**src/rtl/dec7seg_scan.sv**
```systemverilog
`default_nettype none
// ============================================================================
// Module      : dec7seg_scan
// Description : Time-multiplexed multi-digit hex 7-segment display driver with
//               frame-synchronous value loading, per-digit blanking, decimal
//               points, leading-zero suppression and anti-ghosting guard time.
// Revision    : 1.0 - initial release
// ============================================================================
module dec7seg_scan #(
    parameter int NUM_DIGITS     = 4,
    parameter int SCAN_DIV       = 50000,
    parameter int GUARD_CYC      = 500,
    parameter bit SEG_ACTIVE_LOW = 1'b1,
    parameter bit AN_ACTIVE_LOW  = 1'b1
) (
    input  logic                    clk_i,
    input  logic                    rst_i,
    input  logic [4*NUM_DIGITS-1:0] value_i,
    input  logic [NUM_DIGITS-1:0]   dp_i,
    input  logic [NUM_DIGITS-1:0]   blank_i,
    input  logic                    load_i,
    input  logic                    lz_en_i,
    output logic [6:0]              seg_o,
    output logic                    dp_o,
    output logic [NUM_DIGITS-1:0]   an_o,
    output logic                    frame_o
);

    localparam int CW = (SCAN_DIV > 1) ? $clog2(SCAN_DIV) : 1;
    localparam int IW = (NUM_DIGITS > 1) ? $clog2(NUM_DIGITS) : 1;

    localparam logic [CW-1:0] c_CNT_MAX = CW'(SCAN_DIV - 1);
    localparam logic [CW-1:0] c_GUARD   = CW'(GUARD_CYC);
    localparam logic [IW-1:0] c_IDX_MAX = IW'(NUM_DIGITS - 1);

    // XOR masks that convert active-high internal values to pin polarity;
    // they are also the "everything dark" pin values.
    localparam logic [6:0]            c_SEG_OFF = SEG_ACTIVE_LOW ? 7'h7F : 7'h00;
    localparam logic                  c_DP_OFF  = SEG_ACTIVE_LOW;
    localparam logic [NUM_DIGITS-1:0] c_AN_OFF  = AN_ACTIVE_LOW ? {NUM_DIGITS{1'b1}}
                                                                : {NUM_DIGITS{1'b0}};

    logic [CW-1:0]           r_cnt;
    logic [IW-1:0]           r_idx;
    logic [4*NUM_DIGITS-1:0] r_sh_val;
    logic [NUM_DIGITS-1:0]   r_sh_dp;
    logic [NUM_DIGITS-1:0]   r_sh_blank;
    logic                    r_pending;
    logic [4*NUM_DIGITS-1:0] r_dsp_val;
    logic [NUM_DIGITS-1:0]   r_dsp_dp;
    logic [NUM_DIGITS-1:0]   r_dsp_blank;

    logic                    w_slot_end;
    logic                    w_boundary;
    logic [NUM_DIGITS-1:0]   w_lz_sup;
    logic                    w_hi_zero;
    logic [3:0]              w_nib;
    logic                    w_cur_dp;
    logic                    w_cur_blank;
    logic                    w_cur_sup;
    logic [NUM_DIGITS-1:0]   w_onehot;
    logic [6:0]              w_glyph;
    logic [6:0]              w_seg_act;
    logic                    w_dp_act;
    logic [NUM_DIGITS-1:0]   w_an_act;

    assign w_slot_end = (r_cnt == c_CNT_MAX);
    assign w_boundary = w_slot_end && (r_idx == c_IDX_MAX);
    assign frame_o    = w_boundary;

    // Prescaler and digit index: one slot per SCAN_DIV cycles, digits in order.
    always_ff @(posedge clk_i or posedge rst_i) begin
        if (rst_i) begin
            r_cnt <= '0;
            r_idx <= '0;
        end else if (w_slot_end) begin
            r_cnt <= '0;
            r_idx <= (r_idx == c_IDX_MAX) ? '0 : r_idx + 1'b1;
        end else begin
            r_cnt <= r_cnt + 1'b1;
        end
    end

    // Shadow/display registers: display only changes at the frame boundary,
    // and a load coinciding with the boundary bypasses the shadow stage.
    always_ff @(posedge clk_i or posedge rst_i) begin
        if (rst_i) begin
            r_sh_val    <= '0;
            r_sh_dp     <= '0;
            r_sh_blank  <= '0;
            r_pending   <= 1'b0;
            r_dsp_val   <= '0;
            r_dsp_dp    <= '0;
            r_dsp_blank <= '0;
        end else begin
            if (load_i) begin
                r_sh_val   <= value_i;
                r_sh_dp    <= dp_i;
                r_sh_blank <= blank_i;
            end
            if (load_i && w_boundary) begin
                r_dsp_val   <= value_i;
                r_dsp_dp    <= dp_i;
                r_dsp_blank <= blank_i;
                r_pending   <= 1'b0;
            end else if (load_i) begin
                r_pending   <= 1'b1;
            end else if (w_boundary && r_pending) begin
                r_dsp_val   <= r_sh_val;
                r_dsp_dp    <= r_sh_dp;
                r_dsp_blank <= r_sh_blank;
                r_pending   <= 1'b0;
            end
        end
    end

    // Leading-zero mask: walk from the top digit down while nibbles stay zero.
    always_comb begin
        w_lz_sup  = '0;
        w_hi_zero = 1'b1;
        for (int k = NUM_DIGITS - 1; k >= 0; k--) begin
            w_hi_zero = w_hi_zero & (r_dsp_val[4*k +: 4] == 4'h0);
            if (k > 0) begin
                w_lz_sup[k] = lz_en_i & w_hi_zero;
            end
        end
    end

    // Pick out the attributes of the digit owning the current slot.
    always_comb begin
        w_nib       = 4'h0;
        w_cur_dp    = 1'b0;
        w_cur_blank = 1'b0;
        w_cur_sup   = 1'b0;
        w_onehot    = '0;
        for (int k = 0; k < NUM_DIGITS; k++) begin
            if (r_idx == IW'(k)) begin
                w_nib       = r_dsp_val[4*k +: 4];
                w_cur_dp    = r_dsp_dp[k];
                w_cur_blank = r_dsp_blank[k];
                w_cur_sup   = w_lz_sup[k];
                w_onehot[k] = 1'b1;
            end
        end
    end

    // Hex glyph lookup, gfedcba active-high.
    always_comb begin
        w_glyph = 7'h00;
        case (w_nib)
            4'h0: w_glyph = 7'h3F;
            4'h1: w_glyph = 7'h06;
            4'h2: w_glyph = 7'h5B;
            4'h3: w_glyph = 7'h4F;
            4'h4: w_glyph = 7'h66;
            4'h5: w_glyph = 7'h6D;
            4'h6: w_glyph = 7'h7D;
            4'h7: w_glyph = 7'h07;
            4'h8: w_glyph = 7'h7F;
            4'h9: w_glyph = 7'h6F;
            4'hA: w_glyph = 7'h77;
            4'hB: w_glyph = 7'h7C;
            4'hC: w_glyph = 7'h39;
            4'hD: w_glyph = 7'h5E;
            4'hE: w_glyph = 7'h79;
            default: w_glyph = 7'h71;
        endcase
    end

    // Active-high next output values; segments pre-settle during the guard
    // window while every anode is held off.
    always_comb begin
        w_seg_act = (w_cur_blank || w_cur_sup) ? 7'h00 : w_glyph;
        w_dp_act  = w_cur_dp & ~w_cur_blank;
        w_an_act  = (w_cur_blank || (r_cnt < c_GUARD)) ? '0 : w_onehot;
    end

    // Output register with pin polarity applied.
    always_ff @(posedge clk_i or posedge rst_i) begin
        if (rst_i) begin
            seg_o <= c_SEG_OFF;
            dp_o  <= c_DP_OFF;
            an_o  <= c_AN_OFF;
        end else begin
            seg_o <= w_seg_act ^ c_SEG_OFF;
            dp_o  <= w_dp_act ^ c_DP_OFF;
            an_o  <= w_an_act ^ c_AN_OFF;
        end
    end

endmodule
`default_nettype wire

```
**config.mk**
```make
export PLATFORM = sky130hd
export DESIGN_NAME = dec7seg_scan
export DESIGN_NICKNAME = d
export VERILOG_FILES = /design/src/rtl/dec7seg_scan.sv
export SDC_FILE = /design/constraint.sdc
export NUM_CORES = 1
export LEC_CHECK = 0
export CAP_MARGIN = 30
export CELL_PAD_IN_SITES_DETAIL_PLACEMENT = 1
export CELL_PAD_IN_SITES_GLOBAL_PLACEMENT = 2
export CORE_MARGIN = 2
export CORE_UTILIZATION = 35
export CTS_CLUSTER_SIZE = 24
export DETAILED_ROUTE_END_ITERATION = 12
export PLACE_DENSITY_LB_ADDON = 0.08
export SETUP_SLACK_MARGIN = 0.15
export SLEW_MARGIN = 40
export SYNTH_ARGS = -nofsm -noshare
export SYNTH_HDL_FRONTEND = slang
export SYNTH_SLANG_ARGS = --single-unit
```
**constraint.sdc**
```tcl
create_clock -name clk_i -period 3.01 [get_ports clk_i]
set_clock_uncertainty 0.2 [all_clocks]
set_input_delay 0.7525 -clock clk_i [delete_from_list [all_inputs] [get_ports clk_i]]
set_output_delay 0.7525 -clock clk_i [all_outputs]
set_load 0.02 [all_outputs]
```
Yosys cells after proc, flatten, opt, wreduce, memory -nomap -nowiden --
Memory sizes are Yosys's and may differ from the RTL's. Index checks and enable logic that the tools add are counted.
Storage, ports and cells: logic and storage cells 78, output and inout bits 13, memory bits (read-only) 112, memories 1, bits of input ports 28, register bits after elaboration 79
Operators by class: order comparisons 1, multiplexer cells 35, add/subtract/negate cells 2, equality and inequality tests 5, reductions and logical operators 12, bitwise gates (word level) 10
Memory list:
- (name not given) | depth 16, width 7, rd ports 1, clocked after Yosys merged registers in 0, write ports 0, line 150 | case (w_nib)
Operator list (number):
- 16-bit two-way mux | 4
- 4-bit two-way mux | 11
- 1-bit two-way mux | 18
- 16-bit by 1-bit adder with 16-bit output (second input constant) | 1
- 16-bit == test (second input constant) | 1
- 16-bit by 9-bit < comparator with 1-bit output (second input constant) | 1
- 4-bit logical NOT | 3
- 7-bit two-way mux | 1
- 7-bit inverter | 1
- 1-bit AND | 6
- 2-bit == test (second input constant) | 2
- 4-bit inverter | 1
- 1-bit logical AND | 3
- 3-bit nonzero test | 1
- 2-bit by 1-bit adder with 2-bit output (second input constant) | 1
- 2-bit by 1-bit == test with 1-bit output (second input constant) | 1
- 2-bit logical NOT | 1
- 1-bit logical OR | 2
- 2-bit two-way mux | 1
- 2-bit by 1-bit != test with 1-bit output (second input constant) | 1
- 1-bit inverter | 2
- 2-bit AND reduction | 1
- 2-bit nonzero test | 1

Depth between registers and ports, before layout --
Gate-level depths: netlist of the first run.
depth in word-level cells 10, mapped depth 10, mapped depth without buffers 10

Worst setup path before layout of the first run --
No wires, ideal clock.
path type register to output, start point register r_cnt[11], end point output frame_o, required time 2.058 ns, arrival time 1.738 ns, cell stages (with the launch flop) 4, path buffers 0, slack 0.320 ns, cell sequence dfrtp_1 > or4_4 > or4_1 > nor2_1
Between the ends: cells in the longest elaborated chain, start to end 2
RTL lines:
- start: declaration | line 43 | logic [CW-1:0] r_cnt;
- start signal: assignment | line 80 | r_cnt <= r_cnt + 1'b1;
- 16-bit == test | line 67 | assign w_slot_end = (r_cnt == c_CNT_MAX);
- 1-bit logical AND | line 68 | assign w_boundary = w_slot_end && (r_idx == c_IDX_MAX);
- end: declaration | line 26 | output logic frame_o
No other way between the ends.

Worst setup path after layout of the first run --
Ends and elaborated chain as after synthesis.

==> summary.md, run 1 <==
| Metric | Value |
|---|---|
| Ranking of synthesized cells by area | dfrtp_1 46%, dfstp_2 8.6%, mux2_2 8.6%, mux2_4 8.2%, ha_1 3.7% |
| Area grow syn2layout | 25.94% |
| WP data arrival | between 2 and 2.5 ns |
| First-pass GRT wire length | 13570 microns |
| Grt total ovfl | 0 |
| CTS root buf | clkbuf_8 |
| Total core area | 10230 sq um |
| Crit path capture type | primary output |
| Post-route cell area | 4623 sq um |
| Crit start category | flip-flop |
| Share of post-route cells with drive strength above 1 | 0.3130 |
| Mapped Area | around 3700 sq um |
| Wirelength, routed | 7971 microns |
| Worst r2r path cells | 10 |
| Maximum vdd drop | 181.4 uV |
| Asr flop ratio synth | 1.000 |
| # setup viols final | 0 |
| Fmax | around 340 MHz |
| Largest net degree at the start of global routing | 80 |
| Antenna viol nets, final | 0 |
| GRT Overall Usage | 0.1550 |
| Multi-input gate area | between 1500 and 2000 sq um |
| CTS Buf Count | 9 |
| Final Non-Filler Cells | approximately 500 |
| Avg WL per Cell | 16.04 microns |
| Worst Path Required | 2.06 ns |
| Post-synth cell types | 42 |
| FILL cells | 1094 |
| Nets@finish | 395 |
| Placed cells | 480 |
| Status | finished clean |
| Worst slew pin tran | roughly 0.63 ns |
| Area after DPL | 4389 sq um |
| Count of final max-slew check failures | 0 |
| Most used DFF post-synth | dfrtp_1 |
| Max_cap viols | 0 |
| Final worst slack | 0.03722 ns |
| Top-area cell type share of the netlist area | 0.4567 |
| Post-CTS Hold Fix Bufs | 0 |
| ANT cells | 0 |
| Initial antenna violation count | 0 |
| Pwr per Cell Area | 449.4 nW/um^2 |
| H-tree depth | 3 |
| Vias per cell | a little under 5 |
| Clock Pin Slew Worst Setup and Hold Paths | 0.08 ns |
| Die Wd | 106.4 microns |
| Worst slack, placed | -0.1270 ns |
| Final Hold Viols | 0 |
| Relative slew slack | 0.5787 |
| Clk_lat worst skew | 0.35 ns |
| RSZ-0062 raised after global routing | true |
| Worst r2r src | r_idx[0] |
| Yosys reg bits | between 70 and 80 |
| R2R setup slack | 0.40 ns |
| Syn Nets | 329 |
| DP HPWL | 5577 microns |
| Die H | 106.4 microns |
| PortBufs | 40 |
| CTS tree | yes |
| Sequential fraction of the synthesis area | 0.5426 |
| Number of flops mapped to enable cells by yosys | 0 |
| Starting Density | 0.3588 |
| Routability cong. | 0.7576 |
| Site row count | 37 |
| DRT iter0 DRCs | 52 |
| Minimum clock period | 2.973 ns |
| Vias | around 2400 |
| CP Max Fanout | 2 |
| Clk buf depth | 2 |
| Drt pass-1 iters | 4 |
| Final Cycle Share | 0.9876 |
| Crit path to | frame_o |
| Io pins | 41 |
| Reg area | approximately 2000 sq um |
| Critical path class | reg2out |
| Number of remaining DRC errors | 0 |
| Die ar. | about 11000 sq um |
| Vias in the first global route | 2608 |
| Min-delay worst type | reg2reg |
| P_leak | 2.118 nW |
| Cell taking the most area after synthesis | dfrtp_1 |
| Ys Warns | 0 |
| Mapped Cells | 290 |
| Syn_area_per_cell | 12.66 sq um |
| Worst setup path start | r_cnt[11] |
| Clk sink count | 79 |
| R2r endpoint | seg_o[4] |
[stage by stage]
step	setup TNS [ns]	power [W]	hold slack (ns)	util
after detailed placement	-0.1270	0.001243	0.2706	0.4290
after floorplan	0	0.001181	0.2473	-
after global placement	-0.08037	0.001239	0.2650	0.4290
after CTS	-0.0007234	0.002116	0.2913	0.4511
final	0	0.002078	0.2902	0.4519
after global routing	-0.02464	0.002173	0.3116	0.4519
[worst max-delay path: stages (launching register included)]
cell     delay [ns]
dfrtp_1        0.38
or4_4          0.54
or4_4          0.51
nor2_4         0.12
buf_6          0.12
[cell usage after synthesis (2+ instances only)]
cell type and number:
o21ai_0 3, buf_6 2, a21oi_1 6, nand2_1 23
mux2_4 20, o31ai_1 4, xnor2_1 6, o221ai_1 5
or4_4 2, ha_1 11, mux2i_1 5, a211o_1 2
nor4_1 4, nor2_1 20, o22ai_1 2, clkbuf_1 8
dfstp_2 12, nand4_1 2, mux2_2 28, xor2_1 8
a221oi_1 2, nand3b_1 3, or2_2 2, inv_1 9
nor3_1 5, and3_1 3, dfrtp_1 67, nor2b_1 6
nand2b_1 2, nand3_1 6
[cells in the final DEF (no fill, tap or decap), types with 3 or more instances in the layout]
cell type | Yosys | layout
inv_1 | 9 | 8
nand2_1 | 23 | 23
mux2_2 | 28 | 28
mux2_4 | 20 | 20
dfstp_2 | 12 | 12
nor4_1 | 4 | 4
and3_1 | 3 | 3
or4_4 | 2 | 3
a21oi_1 | 6 | 6
o31ai_1 | 4 | 4
o21ai_0 | 3 | 3
nor2_1 | 20 | 19
clkdlybuf4s50_1 | 0 | 39
o221ai_1 | 5 | 5
clkbuf_8 | 0 | 9
nor2b_1 | 6 | 6
nor3_1 | 5 | 5
buf_4 | 0 | 25
nand3_1 | 6 | 6
ha_1 | 11 | 11
mux2i_1 | 5 | 5
xor2_1 | 8 | 8
xnor2_1 | 6 | 6
nand3b_1 | 3 | 3
dfrtp_1 | 67 | 67
[timing repair]
item,4_1_cts,5_1_grt
pin swaps,2,3
endpoints found under the hold margin,0,0
resized for setup,9,0
setup buffers,0,1
setup endpoints to repair,1,1
[worst min-delay path by stage]
stage	from	end	slack, ns	cells past startpoint
global placement	r_pending	r_pending	0.26	2
global route	r_pending	r_pending	0.31	2
CTS	r_pending	r_pending	0.29	2
finish	r_pending	r_pending	0.29	2
detailed placement	r_pending	r_pending	0.27	2
floorplan	r_pending	r_pending	0.25	2
[state kept, by name, summed over array words and instances (netlist names)]
name         flops
r_sh_val        16
an_o             4
r_sh_blank       4
r_dsp_blank      4
r_dsp_dp         4
r_cnt           16
r_sh_dp          4
seg_o            7
dp_o             1
r_idx            2
r_pending        1
r_dsp_val       16
[cell families after synthesis]
group,Yosys count,synth area share
flip-flops,79,0.5426
XOR/XNOR,14,0.03340
buffers and inverters,20,0.02454
multiplexers,53,0.1813
AO/OA/AOI/OAI,29,0.05726
AND/OR/NAND/NOR,84,0.1234
adder cells (fa/ha/maj),11,0.03749
[metal layers]
metal / share of wire / GRT usage / vias up / wire length [microns]
li1: - / - / 1144 / -
met1: 0.48 / 0.2113 / 1228 / 3798
met2: 0.48 / 0.2431 / 33 / 3822
met3: 0.031 / 0.04169 / 9 / 246
met4: 0.013 / 0.04453 / 0 / 103
met5: 0 / 0 / - / 0
[power by group]
| part | switching (W) | total [W] | internal, W |
|---|---|---|---|
| registers | 0.00000707 | 0.00110 | 0.00109 |
| logic | 0.0000508 | 0.000117 | 0.0000657 |
| clock network | 0.000395 | 0.000861 | 0.000466 |
| total | 0.000453 | 0.00208 | 0.00162 |
[final cells by class]
class	count	area share
timing repair buffer	66	0.1318
multi-input combinational	191	0.3461
sequential	79	0.4309
clock inverter	6	0.01867
tap	136	0.03681
inverter	9	0.008119
clock buffer	10	0.02760
No activity file was read; power rests on OpenSTA's default activity.
==> run 2: changes to the inputs <==
CTS_BUF_LIST = sky130_fd_sc_hd__clkbuf_16   (was default)
==> run 2 against run 1 <==
  * Utilization rose by 0.99 points
  * Routed wire length grew 0.72%
  * Hold slack worse by 0.0073 ns
  * Die area is the same
  * Non-clock buffer count did not move
  * Critical endpoint unchanged
  * Cell area is 2.2% higher
  * Via count shrank 0.17%
  * Sequential share of layout area shrank 0.92 points
==> summary.md, run 2 (synthesis gave the netlist of run 1 again) <==
| Metric | Value |
|---|---|
| PortBufs | 40 |
| Final Non-Filler Cells | approximately 500 |
| Minimum clock period | 2.942 ns |
| Final Cycle Share | 0.9773 |
| Max_cap viols | 0 |
| Crit start category | flip-flop |
| Clock Pin Slew Worst Setup and Hold Paths | 0.06 ns |
| CTS tree | yes |
| Number of remaining DRC errors | 0 |
| Regs by FF count | r_cnt x16, r_dsp_val x16, r_sh_val x16 |
| Site row count | 37 |
| # setup viols final | 0 |
| Vias per cell | 4.849 |
| Initial antenna violation count | 0 |
| Antenna viol nets, final | 0 |
| Io pins | 41 |
| DRT iter0 DRCs | 58 |
| Vias in the first global route | 2666 |
| R2R setup slack | around 0.39 ns |
| P_leak | 2.169 nW |
| Starting Density | 0.3588 |
| Post-Route Utilization | 0.4618 |
| Crit path capture type | primary output |
| Family with the most delay on the worst path | simple AND/OR/NAND/NOR gates |
| Most frequent cells in the layout | 67 x dfrtp_1, 39 x clkdlybuf4s50_1, 28 x mux2_2, 25 x buf_4, 23 x nand2_1 |
| Worst path bufs/invs | 1 |
| Placed cells | 480 |
| WP data arrival | 1.99 ns |
| Total core area | 10230 sq um |
| Most common cell after layout, fill and taps aside | dfrtp_1 |
| Crit path top cell by count | or4_4 |
| Relative slew slack | 0.5797 |
| Clk_lat worst skew | 0.33 ns |
| Nets@finish | a little under 400 |
| Pwr per Cell Area | 501.5 nW/um^2 |
| Largest net degree at the start of global routing | 80 |
| FILL cells | 1084 |
| First-pass GRT wire length | ~14000 microns |
| Grt total ovfl | 0 |
| CTS Buf Count | 9 |
| Die H | 106.4 microns |
| Routability cong. | about 0.76 |
| Die ar. | 11320 sq um |
| Maximum vdd drop | 263.5 uV |
| H-tree depth | 3 |
| Min-delay worst type | reg2reg |
| Critical path class | reg2out |
| Final Hold Viols | 0 |
| Drt pass-1 iters | 4 |
| Area grow syn2layout | 28.70% |
| DP HPWL | roughly 5600 microns |
| RSZ-0062 raised after global routing | true |
| Worst Path Required | 2.06 ns |
| CTS root buf | clkbuf_16 |
| Wirelength, routed | 8028 microns |
| Fmax | 339.9 MHz |
| Avg WL per Cell | around 16 microns |
| Slowest cell delay on critical path | 0.54 ns |
| GRT Overall Usage | 0.1543 |
| Share of post-route cells with drive strength above 1 | 0.3130 |
| Die Wd | 106.4 microns |
| Worst path cell trace | or4_4 > or4_4 > nor2_4 > buf_6 |
| Slowest CP cell | or4_4 |
| Count of final max-slew check failures | 0 |
| Vias | 2410 |
| Clk sink count | slightly below 80 |
| Worst slew pin tran | 0.6294 ns |
| Status | finished clean |
| Clk buf depth | 2 |
| CP Max Fanout | 2 |
| ANT cells | 0 |
| Total power | between 0.002 and 0.0025 W |
-- run 2: routing by layer --
metal	vias to the layer above	track usage	share of wire
li1	1147	-	-
met1	1215	0.2109	0.48
met2	39	0.2436	0.48
met3	9	0.02698	0.028
met4	0	0.06215	0.015
met5	-	0	0
-- run 2: timing repair --
action,CTS,global route
setup endpoints to repair,1,1
gates cloned,0,0
buffers inserted,0,1
pin swaps,2,3
hold endpoints to repair,0,0
gates resized for setup,9,0
hold buffers,0,0
-- run 2: power breakdown --
part	leakage (nW)	total, W	internal [W]	switching (W)
Clock	0.157	0.00115	0.000722	0.000429
Sequential	0.987	0.00110	0.00109	0.00000709
Combinational	1.03	0.000117	0.0000657	0.0000509
Total	2.17	0.00237	0.00188	0.000487
-- run 2: through the flow --
stage          worst slack, ns  hold WS (ns)  instance area [sq um]  TNS (ns)
2_1_floorplan           0.3199        0.2473                   3675         0
3_3_place_gp          -0.08037        0.2650                   4389  -0.08037
3_5_place_dp           -0.1270        0.2706                   4389   -0.1270
4_1_cts                0.02971        0.2861                   4717         0
5_1_grt                0.02212        0.3051                   4725         0
6_report               0.06825        0.2829                   4725         0
-- run 2: cell type report --
type | count | area [sq um] | share of cell area
timing repair buffer | 66 | 609.3 | 0.1290
inverter | 9 | 37.54 | 0.007945
tap | 136 | 170.2 | 0.03602
clock buffer | 9 | 225.2 | 0.04767
clock inverter | 7 | 90.09 | 0.01907
sequential | 79 | 1992 | 0.4216
multi-input combinational | 191 | 1600 | 0.3387
-- run 2: final timing paths --
check,from,endpoint,cells past startpoint
min reg2reg,r_pending,r_pending,2
max,r_cnt[11],frame_o,4
max in group asynchronous,rst_i,seg_o[0],3
min in group asynchronous,rst_i,r_sh_blank[0],3
min,r_pending,r_pending,2
max reg2reg,r_idx[0],seg_o[4],10
-- run 2: worst reg2reg max path, stage by stage (launching register included) --
cell      delay (ns)
dfrtp_1         0.41
inv_1           0.14
ha_1            0.27
nor2b_1         0.27
a221oi_1        0.13
o31ai_1         0.27
buf_4           0.19
inv_1           0.08
ha_1            0.25
mux2i_1         0.16
o221ai_1        0.15
==> variant 1, RTL diff (flow settings as in run 1) <==
Change the parameter `NUM_DIGITS` from 4 to 2.
--- a/src/rtl/dec7seg_scan.sv
+++ b/src/rtl/dec7seg_scan.sv
@@ -8,5 +8,5 @@
 // ============================================================================
 module dec7seg_scan #(
-    parameter int NUM_DIGITS     = 4,
+    parameter int NUM_DIGITS     = 2,
     parameter int SCAN_DIV       = 50000,
     parameter int GUARD_CYC      = 500,
Interface: changed (resized an_o, blank_i, dp_i and value_i); port bits go from 41 to 27. No check against the original RTL was run, so the function may have changed too.
==> variant 1 against run 1 <==
Worst hold slack about the same; first-iteration DRC count decreased by 5.8%; routed wire length is 32% lower; sequential cell count shrank 27; worst setup slack better by 0.28 ns; total power shrank 35%; area after synthesis is 32% lower; maximum frequency is 10% higher; cell area shrank 35%; combinational power shrank 22%; largest cell class unchanged.
==> variant 1: results (changes against run 1) <==
| Metric | Value |
|---|---|
| Status | finished clean |
| H-tree depth | 2 (-1) |
| Critical path origin | r_cnt[0] |
| DRT Pass-1 Iters | 4 (unchanged) |
| Compound-Gate Fraction of Synth Area | 0.1020 (+0.04475) |
| Cell variety after synth | 39 (-7.1%) |
| Worst vdd ir | 0.2276 mV (+25%) |
| Post-synth top cells | dfrtp_1, nand2_1, mux2_2, nor2_1, xnor2_1 |
| Global-route wire length before repair | 9763 um (-28%) |
| Top Family by Delay on Critical Path | buffers and inverters |
| Adder-cell share of the synthesized area | 0.03518 (-0.002316) |
| Starting DRT DRC Count | 49 (-5.8%) |
| Relative slew slack | 0.6375 (+0.05882) |
| Reg clk slew, reported paths | 0.10 ns (+0.02 ns) |
| CP arrival | 1.74 ns (-0.28 ns) |
| Synth Flop Type | dfrtp_1 |
| Port Buf Inserts | 26 (-35%) |
| Hold endpoint | dp_o |
| Seq/Total Area, Yosys | 0.5276 (-0.01497) |
| Largest net degree at the start of global routing | 30 (-63%) |
| Critical path fanouts, max | 5 (+3) |
| Worst R2R Start | r_idx |
| Post-CTS Setup Bufs | 0 (unchanged) |
| DP Area | 2880 um^2 (-34%) |
| Ratio of cells with drive above 1 in the final layout | 0.2075 (-0.1056) |
| Hold path start | r_dsp_dp[1] |
| Vias per cell | 5.018 (+3.3%) |
| Total GRT Usage | 0.1633 (+0.008358) |
| CTS resizes | 1 (-8) |
| Fin nets | 263 (-33%) |
| Syn_area_per_cell | 11.86 um^2 (-6.3%) |
| Clock share of power | 0.391 (-0.024) |
| Worst-Skew Late Latency | 0.31 ns (-0.04 ns) |
| Slowest stage delay, CP | 0.40 ns (-0.14 ns) |
| CP max stage cell | dfrtp_1 |
| WL per Instance | 16.17 um (+0.80%) |
| LEAKAGE | 1.311 nW (-38%) |
| Worst R2R Path Depth | 7 (-3) |
| Largest regs | r_cnt (16), r_dsp_val (8), r_sh_val (8) |
| Routability Congestion | 0.8462 (+12%) |
| Detailed Route WL | 5448 um (-32%) |
| P_seq | 0.000731 W (-34%) |
| Ranking of synthesized cells by area | dfrtp_1, dfstp_2, mux2_2 |
| Synthesized net count | 233 (-29%) |
| DP Wirelength | 4038 um (-28%) |
| XOR/XNOR share of the synthesized area | 0.04573 (+0.01233) |
| R2r setup slk | 0.93 ns (+0.53 ns) |
| Switch share | 0.2128 (-0.005390) |
| Vias in the first global route | 1935 (-26%) |
| Cell total after placement | 329 (-31%) |
| RR Endpoint | seg_o[5] |
| Hold path cells | 1 (-1) |
| Post-synthesis mux area share | 0.1156 (-0.06574) |
| Inserted Clock Buffers | 5 (-4) |
variant 1: cell types whose count changed after synthesis, moves of 4 or more:
cell | run 1 | this run
ha_1 | 11 | 7
nand2_1 | 23 | 18
xnor2_1 | 6 | 11
clkbuf_1 | 8 | 2
o211ai_1 | 0 | 7
xor2_1 | 8 | 2
dfrtp_1 | 67 | 42
o31ai_1 | 4 | 0
nand4_1 | 2 | 6
nor2_1 | 20 | 12
mux2_4 | 20 | 6
mux2_2 | 28 | 12
a32oi_1 | 0 | 4
buf_2 | 0 | 5
variant 1: stage by stage:
stage	hold WS, ns	setup WS [ns]	power, W
after global placement	0.2581	0.4059	0.0008334
final	0.2906	0.3126	0.001349
after floorplan	0.2155	0.8162	0.0007910
after global routing	0.3235	0.1647	0.001410
after CTS	0.2986	0.2745	0.001371
after detailed placement	0.2820	0.3528	0.0008380
variant 1: worst reg2reg max path, delay by kind of cell (launching register included):
| family | cells | cell delay [ns] |
|---|---|---|
| muxes | 1 | 0.42 |
| buffers and inverters | 2 | 0.32 |
| DFF | 1 | 0.36 |
| adders and majority gates | 1 | 0.22 |
| AOI/OAI and AO/OA | 2 | 0.28 |
| and+or+nand+nor | 1 | 0.19 |
variant 1: final cells by class:
type	count	area (um^2)
repair buffers	31	309.0
fillers	740	3826
multi-input cells	139	1095
clock inverters	1	30.03
well taps	96	120.1
flip-flops and latches	52	1314
inverters	11	41.29
clock buffers	7	96.34
variant 1: routing by layer:
metal | global-route usage | part of all wire | up-vias
met5 | 0 | 0 | -
met3 | 0.03078 | 0.022 | 6
met1 | 0.2061 | 0.45 | 854
met2 | 0.2816 | 0.52 | 21
li1 | - | - | 810
met4 | 0.05510 | 0.014 | 0
==> variant 2, RTL diff (settings of run 1) <==
Without the edit above. Add an input register stage for `value_i`; this delays it by one clock. The other inputs are not delayed to match.
--- a/src/rtl/dec7seg_scan.sv
+++ b/src/rtl/dec7seg_scan.sv
@@ -40,4 +40,10 @@
     localparam logic [NUM_DIGITS-1:0] c_AN_OFF  = AN_ACTIVE_LOW ? {NUM_DIGITS{1'b1}}
                                                                 : {NUM_DIGITS{1'b0}};
+
+    logic [4*NUM_DIGITS-1:0] value_q;
+
+    always_ff @(posedge clk_i) begin
+        value_q <= value_i;
+    end
 
     logic [CW-1:0]           r_cnt;
@@ -95,10 +101,10 @@
         end else begin
             if (load_i) begin
-                r_sh_val   <= value_i;
+                r_sh_val   <= value_q;
                 r_sh_dp    <= dp_i;
                 r_sh_blank <= blank_i;
             end
             if (load_i && w_boundary) begin
-                r_dsp_val   <= value_i;
+                r_dsp_val   <= value_q;
                 r_dsp_dp    <= dp_i;
                 r_dsp_blank <= blank_i;
Formal check against the unedited RTL: same outputs for any inputs over 10 cycles, from zero or initial values and one cycle with rst_i high; that may be too few to reach the edited logic, so the function may still have changed.
==> variant 2 against run 1 <==
Cell area up 9.4%; maximum frequency shrank 0.93%; total power grew 26%; routed wire length increased by 2.7%; highest routed layer unchanged; worst setup slack worse by 0.028 ns; critical path type unchanged; cell count grew 4.0%; global-route usage decreased by 0.76 points; first-iteration DRC count decreased by 21%; sequential cell count up 16; area after synthesis increased by 8.6%; count of clock-buffer cells in the layout did not move.
==> variant 2: results (changes against run 1) <==
| Metric | Value |
|---|---|
| Status | finished clean |
| Top Family by Delay on Critical Path | simple AND/OR/NAND/NOR gates |
| CP max stage cell | or4_4 |
| WL per Instance | 15.84 um (-1.3%) |
| Ranking of synthesized cells by area | dfrtp_1, dfxtp_1, dfstp_2 |
| Fin nets | 411 (+4.1%) |
| CTS resizes | 10 (+1) |
| Final non-clock buffer share | 0.1244 (-0.007356) |
| Reg clk slew, reported paths | 0.06 ns (-0.02 ns) |
| Clock buf/inv share | 0.06037 (+0.01409) |
| Total GRT Usage | 0.1473 (-0.007642) |
| Clock share of power | 0.446 (+0.031) |
| Cell total after placement | 499 (+4.0%) |
| Wl on met1 | 3882 um (+2.2%) |
| Fill cells | 1160 (+6.0%) |
| Yosys reg bits | 95 (+20%) |
| Worst vdd ir | 0.2393 mV (+32%) |
| Hold path start | r_cnt[0] |
| Register Area | 2312 um^2 (+16%) |
| Non-clock buffers | 67 (+1.5%) |
| DP Area | 4722 um^2 (+7.6%) |
| Cell variety after synth | 44 (+4.8%) |
| Finished Layout Cells | 517 (+4.0%) |
| Met3 Use GR | 0.02734 (-0.01435) |
| Starting DRT DRC Count | 41 (-21%) |
| Wire length on met3 | 222 um (-9.8%) |
| Routability Congestion | 0.7794 (+2.9%) |
| Clock buf count | 10 (unchanged) |
| P_seq | 0.00133 W (+21%) |
| Routed vias | 2528 (+4.7%) |
| Seq/Total Area, Yosys | 0.5799 (+0.03725) |
| DP Wirelength | 5960 um (+6.9%) |
| Synthesized net count | 344 (+4.6%) |
| Pint | 0.002056 W (+27%) |
| Final core occ | 0.4605 (+0.008592) |
| Worst R2R Start | r_cnt[10] |
| Metal2 WL | 3922 um (+2.6%) |
| Area of the multi-input gates | 1598 um^2 (-0.16%) |
| Post-CTS Setup Bufs | 2 (+2) |
| Sequential share of cell area | 0.4572 (+0.02635) |
| LEAKAGE | 2.318 nW (+9.4%) |
| GRT met1 Usage | 0.1917 (-0.01956) |
| Power density over cell area | 515.8 nW/um^2 (+15%) |
| Ratio of cells with drive above 1 in the final layout | 0.3077 (-0.005327) |
| Ys async rst share | 0.8316 (-0.1684) |
| Place WS | -0.1681 ns (-0.04114 ns) |
| DRT Pass-1 Iters | 4 (unchanged) |
| CP arrival | 2.05 ns (+0.03 ns) |
| Post-synth top cells | dfrtp_1, mux2_2, nand2_1, mux2_4, nor2_1 |
| Vias in the first global route | 2827 (+8.4%) |
| CTS Root Cell | clkbuf_16 |
| Mapped Cells | 305 (+5.2%) |
| Slowest stage delay, CP | 0.56 ns (+0.02 ns) |
| Initial antenna violation count | 0 (unchanged) |
| Global-route wire length before repair | 14460 um (+6.6%) |
| Met2 Usage GRT | 0.2401 (-0.003050) |
| Largest net degree at the start of global routing | 31 (-61%) |
| Critical path origin | r_cnt[5] |
| Relative slew slack | 0.5472 (-0.03141) |
## variant 2: cell count changes in the layout (fill, tap and decap cells not counted), moves of 2 or more
cell,delta
dfxtp_1,+16
clkbuf_16,+9
clkbuf_8,-8
inv_6,+2
## variant 2: cells by family (layout without fill, tap and decap cells)
kind of cell,count (synthesis),after routing,share of synthesized area
AOI/OAI and AO/OA,29,29,0.05146
xor gates and xnor gates,14,14,0.03075
adders and majority gates,11,11,0.03451
buffers and inverters,20,92,0.02290
DFF,95,95,0.5799
muxes,53,53,0.1669
and+or+nand+nor,83,83,0.1136
## variant 2: final timing paths
kind                       slack (ns)           end  depth (start not counted)
setup reg to reg                 0.32  r_dsp_val[4]                          5
max in group asynchronous        1.33      seg_o[3]                          3
hold reg to reg                  0.28      r_cnt[0]                          1
min in group asynchronous        0.65   r_sh_val[6]                          2
hold / removal                   0.28      r_cnt[0]                          1
setup / recovery                0.009       frame_o                          4
